## src/rtl/rx_frame_unpacker.sv

```systemverilog
// Captures a fixed-size receive frame, validates its length header (and, when
// RX_CHECKSUM_EN is defined, an XOR checksum), then streams the payload bytes.
module rx_frame_unpacker #(
  parameter int FRAME_BYTES = 15,
  parameter int CNT_W       = 8
) (
  input  logic                     Mclk,
  input  logic                     nReset,
  input  logic [8*FRAME_BYTES-1:0] frame_in,
  input  logic                     frame_valid,
  output logic                     frame_ready,
  output logic [7:0]               byte_out,
  output logic                     byte_valid,
  input  logic                     byte_ready,
  output logic                     byte_last,
  output logic                     frame_err,
  output logic                     frame_drop,
  output logic [CNT_W-1:0]         frame_cnt,
  output logic [CNT_W-1:0]         err_cnt,
  output logic [1:0]               state_dbg
);

  // Byte stream handshake: a byte transfers on every rising edge where
  // byte_valid & byte_ready; byte_out/byte_last/byte_valid are held until then.

`ifdef RX_CHECKSUM_EN
  localparam int MAX_L = FRAME_BYTES - 2;
`else
  localparam int MAX_L = FRAME_BYTES - 1;
`endif
  localparam logic [7:0]       MAX_L_B = 8'(MAX_L);
  localparam logic [CNT_W-1:0] CNT_MAX = '1;

  typedef enum logic [1:0] {
    IDLE  = 2'd0,
    CHECK = 2'd1,
    EMIT  = 2'd2
  } state_t;

  state_t                   state_q, state_d;
  logic [8*FRAME_BYTES-1:0] buf_q;
  logic [7:0]               idx_q, idx_d;
  logic [7:0]               len;
  logic                     len_ok, csum_ok;
  logic                     load_buf, accept, reject, advance, done, drop_evt;
  logic [7:0]               sel_byte;
  logic [1:0]               err_inc;
  logic [CNT_W:0]           err_sum;

  logic [7:0]               byte_out_q;
  logic                     byte_valid_q, byte_last_q, frame_err_q, frame_drop_q;
  logic [CNT_W-1:0]         frame_cnt_q, err_cnt_q;

  assign len    = buf_q[7:0];
  assign len_ok = (len != 8'd0) && (len <= MAX_L_B);

`ifdef RX_CHECKSUM_EN
  logic [7:0] csum_calc, csum_rx;

  // Checksum covers the length byte and the payload; it sits right after the payload.
  always_comb begin
    csum_calc = '0;
    csum_rx   = '0;
    for (int k = 0; k < FRAME_BYTES; k++) begin
      if (k <= int'(len))     csum_calc = csum_calc ^ buf_q[8*k +: 8];
      if (k == int'(len) + 1) csum_rx   = buf_q[8*k +: 8];
    end
  end
  assign csum_ok = (csum_calc == csum_rx);
`else
  assign csum_ok = 1'b1;
`endif

  always_ff @(posedge Mclk or negedge nReset) begin
    if (!nReset) state_q <= IDLE;
    else         state_q <= state_d;
  end

  always_comb begin
    state_d  = state_q;
    idx_d    = idx_q;
    load_buf = 1'b0;
    accept   = 1'b0;
    reject   = 1'b0;
    advance  = 1'b0;
    done     = 1'b0;
    case (state_q)
      IDLE: begin
        if (frame_valid) begin
          load_buf = 1'b1;
          state_d  = CHECK;
        end
      end
      CHECK: begin
        if (len_ok && csum_ok) begin
          accept  = 1'b1;
          idx_d   = 8'd1;
          state_d = EMIT;
        end else begin
          reject  = 1'b1;
          state_d = IDLE;
        end
      end
      EMIT: begin
        if (byte_ready) begin
          if (idx_q == len) begin
            done    = 1'b1;
            state_d = IDLE;
          end else begin
            advance = 1'b1;
            idx_d   = idx_q + 8'd1;
          end
        end
      end
      default: state_d = IDLE;
    endcase
  end

  assign drop_evt = frame_valid && (state_q != IDLE);

  // Byte registered for the next cycle is selected by the upcoming index.
  always_comb begin
    sel_byte = '0;
    for (int k = 0; k < FRAME_BYTES; k++) begin
      if (k == int'(idx_d)) sel_byte = buf_q[8*k +: 8];
    end
  end

  assign err_inc = {1'b0, reject} + {1'b0, drop_evt};
  assign err_sum = {1'b0, err_cnt_q} + (CNT_W+1)'(err_inc);

  always_ff @(posedge Mclk or negedge nReset) begin
    if (!nReset) begin
      buf_q        <= '0;
      idx_q        <= '0;
      byte_out_q   <= '0;
      byte_valid_q <= 1'b0;
      byte_last_q  <= 1'b0;
      frame_err_q  <= 1'b0;
      frame_drop_q <= 1'b0;
      frame_cnt_q  <= '0;
      err_cnt_q    <= '0;
    end else begin
      if (load_buf) buf_q <= frame_in;
      idx_q        <= idx_d;
      frame_err_q  <= reject;
      frame_drop_q <= drop_evt;
      if (accept || advance) begin
        byte_out_q   <= sel_byte;
        byte_valid_q <= 1'b1;
        byte_last_q  <= (idx_d == len);
      end else if (done) begin
        byte_valid_q <= 1'b0;
        byte_last_q  <= 1'b0;
      end
      if (done && (frame_cnt_q != CNT_MAX)) frame_cnt_q <= frame_cnt_q + 1'b1;
      err_cnt_q <= err_sum[CNT_W] ? CNT_MAX : err_sum[CNT_W-1:0];
    end
  end

  assign frame_ready = (state_q == IDLE);
  assign byte_out    = byte_out_q;
  assign byte_valid  = byte_valid_q;
  assign byte_last   = byte_last_q;
  assign frame_err   = frame_err_q;
  assign frame_drop  = frame_drop_q;
  assign frame_cnt   = frame_cnt_q;
  assign err_cnt     = err_cnt_q;
  assign state_dbg   = state_q;

endmodule

```

## config.mk

```make
export PLATFORM = sky130hd
export DESIGN_NAME = rx_frame_unpacker
export DESIGN_NICKNAME = d
export VERILOG_FILES = /design/src/rtl/rx_frame_unpacker.sv
export SDC_FILE = /design/constraint.sdc
export NUM_CORES = 1
export LEC_CHECK = 0
export CORE_MARGIN = 2
export CORE_UTILIZATION = 35
export DETAILED_ROUTE_END_ITERATION = 8
export GPL_ROUTABILITY_DRIVEN = 0
export PLACE_DENSITY = 0.59
export SYNTH_ARGS = -nofsm -noshare
export SYNTH_HDL_FRONTEND = slang
export SYNTH_SLANG_ARGS = --single-unit
export TNS_END_PERCENT = 20
```

## constraint.sdc

```tcl
create_clock -name Mclk -period 3.04 [get_ports Mclk]
set_input_delay 0.608 -clock Mclk [delete_from_list [all_inputs] [get_ports Mclk]]
set_output_delay 0.608 -clock Mclk [all_outputs]
set_load 0.005 [all_outputs]
```

==> After elaboration in Yosys (flattened, before gate mapping) <==
Index checks and enable logic that the tools add are counted.
{ "word_totals": {"output_inout_bits": 31, "ff_bits": 158, "word_cells": 87, "input_bits": 124} }
{ "op_classes": {"n_mux": 40, "eq_ne": 22, "reduce_logical": 10, "order_cmp": 1, "n_addsub": 4} }
{ "op_table": {"columns": ["cell", "count"], "rows": [
  ["$mux W8", 19],
  ["$eq A5 B8 Y1 const A", 7],
  ["$eq A4 B8 Y1 const A", 4],
  ["$add A8 B1 Y8 const B", 2],
  ["$eq A3 B8 Y1 const A", 2],
  ["$eq A8 B8 Y1", 2],
  ["$pmux W8 S2", 1],
  ["$mux W1", 15],
  ["$add A8 B2 Y9", 1],
  ["$eq A2 B8 Y1 const A", 1],
  ["$le A8 B4 Y1 const B", 1],
  ["$logic_not A8 Y1", 1],
  ["$mux W2", 4],
  ["$ne A8 B8 Y1 const B", 1],
  ["$reduce_bool A8 Y1", 1],
  ["$ne A2 B2 Y1 const B", 3],
  ["$pmux W2 S3", 1],
  ["$reduce_bool A2 Y1", 2],
  ["$logic_and A1 B1 Y1", 3],
  ["$reduce_and A3 Y1", 1],
  ["$add A1 B1 Y2", 1],
  ["$eq A2 B1 Y1 const B", 1],
  ["$eq A2 B2 Y1 const B", 1],
  ["$logic_not A2 Y1", 1],
  ["$logic_or A1 B1 Y1", 1]
]} }

==> Longest topological paths before layout <==
Gate-level depths: netlist (run 1).
{ "logic_depth": {"ltp_word": 20, "mapped_depth": 16, "depth_no_buf": 12} }

==> Worst setup path after synthesis (run 1) <==
Ideal clock, no wire load.
{ "synth_timing": {"kind": "register to register", "startpoint": "register state_q[0], in the netlist state_dbg[0]", "endpoint": "register byte_out_q[2], in the netlist byte_out[2]", "stages_incl_launch_ff": 15, "setup_slack_ns": 0.032, "path_buffers": 2, "setup_ns": 0.066, "t_arrival_ns": 2.942, "required_ns": 2.974, "cell_sequence": "dfrtp_1 inv_1 ha_1 clkbuf_1 nor2b_1 o21ai_0 a32oi_1 and3_1 inv_1 buf_4 mux2i_1 mux2_2 a211o_1 a221oi_1 o22a_1"} }
{ "synth_between": {"elab_chain_cells": 18, "word_cells_on_any_way": 36} }
{ "synth_lines": {"columns": ["element", "line", "rtl"], "rows": [
  ["start, declared", "40", "state_t state_q, state_d;"],
  ["start signal, assigned", "76", "else state_q <= state_d;"],
  ["$eq A2 B2 Y1 or $eq A2 B1 Y1 (tied branches)", "87", "case (state_q)"],
  ["$pmux W8 S2", "87", null],
  ["$logic_not A8 Y1", "125", "if (k == int'(idx_d)) sel_byte = buf_q[8*k +: 8];"],
  ["$mux W8 (15 in a row)", "125", null],
  ["end signal, assigned", "149", "byte_out_q <= sel_byte;"],
  ["end, declared", "50", "logic [7:0] byte_out_q;"]
]} }
Several ways; a longest one is shown, not always the timed one.
A chain may end at the register's enable or synchronous reset.

==> Final worst setup path (run 1) <==
{ "layout_timing": {"startpoint": "register buf_q[4]", "endpoint": "register byte_out_q[0], in the netlist byte_out[0]"} }
{ "layout_between": {"elab_chain_cells": 20, "word_cells_on_any_way": 44} }
{ "layout_lines": {"columns": ["element", "line", "rtl"], "rows": [
  ["start, declared", "41", "logic [8*FRAME_BYTES-1:0] buf_q;"],
  ["start signal, assigned", "144", "if (load_buf) buf_q <= frame_in;"],
  ["$le A8 B4 Y1 (tied with other cells)", "55", "assign len_ok = (len != 8'd0) && (len <= MAX_L_B);"],
  ["$logic_and A1 B1 Y1 or $mux W8 (tied branches)", "55, 106", null],
  ["$mux W8 (on tied branches)", "95, 105", null],
  ["$pmux W8 S2 (*)", "87", null],
  ["net idx_d[6]", "42", "logic [7:0] idx_q, idx_d;"],
  ["$logic_not A8 Y1", "125", null],
  ["$mux W8 (14 in a row)", "125", null],
  ["$mux W8 (*)", "125", null]
]} }
Mark *: on every way through the listed nets, which the timed path passes. The rest lies on a longest branch.

==> impl_metrics.csv, run 1 <==
group,metric,value,unit
floorplanning,die_area,23800,um2
synth,syn_avg_cell_area,11.3,um2
clock_tree,h-tree-depth,4,
pwr,peakVddDrop,0.399,mV
clock_tree,clk_transition_reported_paths,0.07,ns
sta,rsz0062_at_grt,"yes",
setup_path,reg2reg_slack,0.09,ns
clock_tree,clockRootBuffer,"clkbuf_16",
clock_tree,cts_buffers,17,
grt,grt_pass1_wl,35.3,mm
setup_path,cpPeakStageDelay,0.47,ns
floorplanning,die_y,154,um
synth,synth_top_cell_by_area,"dfrtp_1",
finish,multi_input_area,3830,um2
synth,ys_ff_latch,158,
synth,synth-edff-count,0,
floorplanning,rows,54,
worst_hold_path,min_from,"frame_cnt[7]",
setup_path,cpMostUsedCell,"buf_4",
floorplanning,die_x,154,um
synth,synthesis.nets,830,
setup_path,path_cells,"nor4_4 -> a41oi_4 -> buf_6 -> nand2_1 -> o211ai_1 -> a211oi_4 -> buf_4 -> nand4_1 -> buf_4 -> o32a_1 -> a221oi_2 -> o22a_1",
pwr,power,0.00986,W
worst_hold_path,min_path_type,"flop to flop",
synth,ys.flop_type,"dfrtp_1",
grt,antenna_found_initial,0,
synth,ys_warn_count,0,
setup_path,timing.rr.start,"buf_q[4]",
pwr,p_per_area,876,nW/um2
sta,fin_skew,0.0138,ns
finish,final_nets,1072,
clock_tree,clock_latency,0.43,ns
setup_path,crit_path_max_fanout,7,
placement,port_buffers,154,
setup_path,reg2reg_depth,12,
setup_path,r2r-end,"byte_out[0]",
setup_path,crit_path_top_delay_cell,"dfrtp_1",
floorplanning,core-area,22000,um2
sta,tightest_slew,0.589,ns
synth,synth_cell_type_count,67,
setup_path,crit_start,"buf_q[4]",
setup_path,crit_required,3.41,ns
clock_tree,tritoncts,"yes",
setup_path,arrival,3.32,ns
sta,slew_viol_final,0,
route,wire_per_inst,18.1,um
finish,final_common_cell,"dfrtp_1",
floorplanning,start_util,0.360,
clock_tree,cts.sinks,158,
finish,area_growth,42.5,%
grt,track_usage,0.193,
grt,grt_overflow_total,0,
setup_path,path_class,"flop to flop",
synth,synthArstFlopShare,1.00,
sta,hold_slack,0.496,ns
route,drt_iter0_markers,462,
synth,synth_area_leaders,"dfrtp_1, mux2_2, nand2_1, xnor2_1, a21oi_1",
grt,grt_pass1_vias,6413,
finish,final_cell_mix,"dfrtp_1, clkdlybuf4s50_1, mux2_2",
setup_path,endpoint_kind,"flop",
synth,syn_area,7900,um2
sta,timing.fmax,339,MHz
pwr,leakagePower,4.78,nW
route,vias_per_cell,5.21,
worst_hold_path,whs_endpoint,"frame_cnt[7]",
sta,hold_violations,0,
worst_hold_path,hold_depth,1,
route,first_pass_iters,5,
synth,syn_inst,699,
finish,fin_util,0.513,
synth,ys_seq_area_frac,0.500,
route,final_antenna_net_count,0,
sta,setup_violations,0,
finish,drive_gt1_frac,0.313,
run_status,status,"finished clean",
setup_path,cp-start-kind,"flop",
setup_path,cp.buffers_inverters,3,
sta,fin_crit,2.95,ns
synth,synth_top_area_frac,0.500,
sta,fin_crit_sh,0.970,
route,drcViolationCount,0,
route,vias,6434,
clock_tree,cts.path.max_buffers,2,
placement,dp_hpwl,16.8,mm
floorplanning,pin_count,155,
run,drv_cap,0,
finish,fillerInstances,1960,
finish,antenna_cells,0,
route,wl,22.4,mm
finish,ff_latch_area,3960,um2
sta,relSlewSlack,0.607,
grt,grt_max_degree,100,
setup_path,crit_family,"compound AO/OA/AOI/OAI gates",
==> metal layers <==
metal	wire, um	GRT usage	up-vias	share of wire
li1	-	-	3022	-
met1	10100	0.258	3207	0.45
met4	383	0.0511	0	0.017
met2	11000	0.320	178	0.49
met3	969	0.0443	27	0.043
met5	0	0	-	0
==> per-stage QoR <==
stage	setup slack [ns]	cell area (um2)	TNS, ns	cells
after floorplan	0.0323	7900	0	699
after global placement	-0.338	10400	-1.77	1186
after detailed placement	-0.307	10400	-2.01	1186
after CTS	-0.0311	11000	-0.0514	1219
after global routing	-0.0487	11300	-0.130	1234
final	0.0901	11300	0	1234
==> cell usage after synthesis, types with 2 or more instances <==
master and n:
o21a_1 4, o22a_1 4, clkbuf_1 21, nand2b_1 3, buf_2 12, clkbuf_2 2
o21ai_0 19, a211o_1 4, o22ai_1 4, xor2_1 4, nor2_1 36, and4_1 3
nor3_1 4, xnor2_1 19, nor2b_1 2, a21o_1 5, inv_1 13, nand2_1 83
o31ai_1 5, nand4_1 14, a21oi_1 32, a221oi_1 3, dfrtp_1 158, nor4_1 3
a211oi_4 2, a2bb2oi_1 5, mux2_2 125, o221ai_1 5, mux2i_1 16, o211ai_1 10
o32a_1 4, inv_2 2, nand3_1 13, and3_1 8, o211a_1 5, a31oi_1 9
ha_1 6, buf_1 3
==> power breakdown <==
group | switching (W) | internal, W | total [W]
registers | 0.000708 | 0.00306 | 0.00377
logic | 0.00169 | 0.00226 | 0.00394
clock network | 0.000907 | 0.00125 | 0.00215
total | 0.00330 | 0.00656 | 0.00986
==> area by class of cell <==
class	instances	share of cell area
clock buffer	22	0.0404
clock inverter	10	0.0114
inverter	15	0.00500
multi-input combinational	486	0.341
sequential	158	0.351
tap	280	0.0311
timing repair buffer	263	0.220
==> registers in the layout (all words and copies together), names as in the netlist <==
| register | count |
|---|---|
| err_cnt | 8 |
| frame_err | 1 |
| byte_last | 1 |
| frame_cnt | 8 |
| idx_q | 8 |
| byte_valid | 1 |
| byte_out | 8 |
| frame_drop | 1 |
| buf_q | 120 |
| state_dbg | 2 |
==> worst reg2reg max path, delay by kind of cell, from the launching register on <==
kind,cells,cell delay (ns)
flip-flops,1,0.47
AND/OR/NAND/NOR,3,0.63
AO/OA/AOI/OAI,6,1.23
buffers and inverters,3,0.55
==> what timing repair did <==
action                                  4_1_cts  5_1_grt
pin swaps                                     1       12
hold buffers                                  1        0
hold endpoints to repair                     11        0
endpoints found under the setup margin        3        8
buffers inserted                              0       18
gates resized for setup                       1       35
==> cell families (layout without fill, tap and decap cells) <==
logic type / after synthesis / in the layout / synth area share
compound gates: 136 / 136 / 0.127
flops: 158 / 158 / 0.500
buf+inv: 55 / 310 / 0.0298
xor+xnor: 23 / 23 / 0.0255
simple gates: 179 / 179 / 0.107
mux: 141 / 141 / 0.198
fa+ha+maj: 7 / 7 / 0.0120
==> worst max-delay path by stage <==
stage / depth (start not counted) / slack (ns) / to
floorplan: 14 / 0.03 / byte_out[2]
global placement: 12 / -0.34 / byte_out[6]
detailed placement: 14 / -0.31 / byte_out[7]
CTS: 13 / -0.03 / byte_out[3]
global route: 12 / -0.05 / byte_out[0]
finish: 12 / 0.09 / byte_out[0]
Power figures use the tool's default switching activity.
==> inputs of run 2 (changes only) <==
- REMOVE_ABC_BUFFERS: default -> 1
==> impl_metrics.csv, run 2 (synthesis results as in run 1) <==
group,metric,value,unit
route,first_pass_iters,4,
setup_path,arrival,3.32,ns
run_status,status,"finished clean",
sta,fin_skew,0.0116,ns
setup_path,reg2reg_slack,0.09,ns
finish,fillerInstances,1993,
setup_path,endpoint_kind,"flop",
setup_path,cp-start-kind,"flop",
finish,ff_latch_area,3960,um2
sta,relSlewSlack,0.605,
sta,timing.fmax,340,MHz
route,drt_iter0_markers,334,
setup_path,timing.rr.start,"buf_q[2]",
grt,grt_pass1_wl,34.5,mm
clock_tree,postCtsHoldBufs,0,
finish,largest_register,"buf_q",
clock_tree,clk_transition_reported_paths,0.07,ns
setup_path,crit_path_max_fanout,21,
route,wire_per_inst,18.0,um
grt,grt_overflow_total,0,
sta,rsz0062_at_grt,"yes",
sta,fin_crit,2.95,ns
pwr,p_comb_frac,0.399,
floorplanning,die_y,154,um
sta,hold_violations,0,
clock_tree,clockRootBuffer,"clkbuf_16",
finish,area_growth,40.6,%
clock_tree,cts_buffers,17,
floorplanning,die_x,154,um
clock_tree,clock_latency,0.43,ns
sta,slew_viol_final,0,
pwr,power_switching,0.00324,W
pwr,p_seq_frac,0.375,
finish,drive_gt1_frac,0.300,
clock_tree,tritoncts,"yes",
clock_tree,cts.sinks,158,
finish,final_area,11100,um2
placement,dp_hpwl,16.1,mm
route,vias,6235,
run,drv_cap,0,
grt,grt_pass1_vias,6247,
clock_tree,cts.path.max_buffers,2,
finish,multi_input_area,3820,um2
sta,tightest_slew,0.593,ns
sta,setup_violations,0,
floorplanning,die_area,23800,um2
pwr,intPower,0.00662,W
sta,fin_crit_sh,0.969,
grt,antenna_found_initial,0,
finish,largest_reg_flops,120,
clock_tree,h-tree-depth,4,
pwr,power.share.switching,0.329,
placement,placed_area,10200,um2
setup_path,crit_start,"buf_q[2]",
floorplanning,core-area,22000,um2
setup_path,r2r-end,"byte_out[2]",
route,drcViolationCount,0,
pwr,power,0.00986,W
grt,track_usage,0.188,
setup_path,crit_required,3.41,ns
grt,grt_max_degree,62,
pwr,clockPowerShare,0.226,
placement,port_buffers,154,
floorplanning,rows,54,
finish,final_nets,1050,
route,wl,21.8,mm
finish,final_common_cell,"dfrtp_1",
pwr,leakagePower,4.71,nW
finish,final_cell_mix,"dfrtp_1, clkdlybuf4s50_1, mux2_2",
pwr,peakVddDrop,0.370,mV
floorplanning,start_util,0.360,
pwr,p_per_area,888,nW/um2
setup_path,path_class,"flop to flop",
worst_hold_path,min_path_type,"input pin to asynchronous set/reset pin",
finish,antenna_cells,0,
route,final_antenna_net_count,0,
floorplanning,pin_count,155,
route,vias_per_cell,5.14,
setup_path,reg2reg_depth,11,
run 2: cell types whose count changed in the layout (fill, tap and decap cells not counted), moves of 2 or more:
cell / previous run / this run
and4_1: 1 / 3
buf_4: 94 / 73
inv_6: 3 / 1
clkinv_4: 1 / 3
clkbuf_1: 4 / 1
a2bb2oi_2: 0 / 2
run 2: worst max-delay path by stage:
stage	end	slack [ns]
after global routing	byte_out[0]	-0.06
final	byte_out[2]	0.09
after CTS	byte_out[6]	0.005
after floorplan	byte_out[2]	-1.34
after detailed placement	byte_out[2]	-0.30
after global placement	byte_out[2]	-0.23
run 2: repair_timing:
action / 4_1_cts / 5_1_grt
buffers inserted: 0 / 17
setup endpoints to repair: 5 / 8
resized for setup: 1 / 31
pin swaps: 2 / 14
run 2: layer usage:
| layer | global-route usage | share of wire | up-vias |
|---|---|---|---|
| li1 | - | - | 2990 |
| met1 | 0.262 | 0.47 | 3035 |
| met2 | 0.292 | 0.47 | 183 |
| met3 | 0.0446 | 0.046 | 27 |
| met4 | 0.0529 | 0.016 | 0 |
| met5 | 0 | 0 | - |
run 2: per-stage QoR:
step / worst slack (ns) / cells / hold WS, ns / utilization / TNS, ns
after floorplan: -1.34 / 659 / 0.312 / - / -102.32
after global placement: -0.233 / 1163 / 0.484 / 0.466 / -1.51
after detailed placement: -0.300 / 1163 / 0.492 / 0.466 / -1.97
after CTS: 0.00507 / 1195 / 0.158 / 0.494 / 0
after global routing: -0.0613 / 1212 / 0.169 / 0.506 / -0.225
final: 0.0948 / 1212 / 0.147 / 0.506 / 0
run 2: final cells by class:
| type | instances | area share |
|---|---|---|
| clock buffers | 20 | 0.0411 |
| clock inverters | 12 | 0.0144 |
| inverters | 15 | 0.00507 |
| multi-input cells | 486 | 0.344 |
| flip-flops and latches | 158 | 0.356 |
| well taps | 280 | 0.0315 |
| repair buffers | 241 | 0.208 |
run 2: power by group through the flow:
stage / Clock [W] / Sequential (W) / Combinational (W)
finish: 0.00223 / 0.00370 / 0.00393
global route: 0.00237 / 0.00383 / 0.00431
CTS: 0.00228 / 0.00370 / 0.00379
detailed placement: 0 / 0.00373 / 0.00376
global placement: 0 / 0.00371 / 0.00372
floorplan: 0 / 0.00353 / 0.00244
run 2: critical path: stages (launching register included):
cell and delay [ns]:
dfrtp_1 0.38, or4_4 0.55, and3_4 0.19, a32oi_1 0.18, and3_4 0.23, inv_2 0.05, buf_12 0.15, mux2i_1 0.12
mux2_2 0.28, a211o_1 0.31, a221oi_1 0.30, o22a_1 0.15
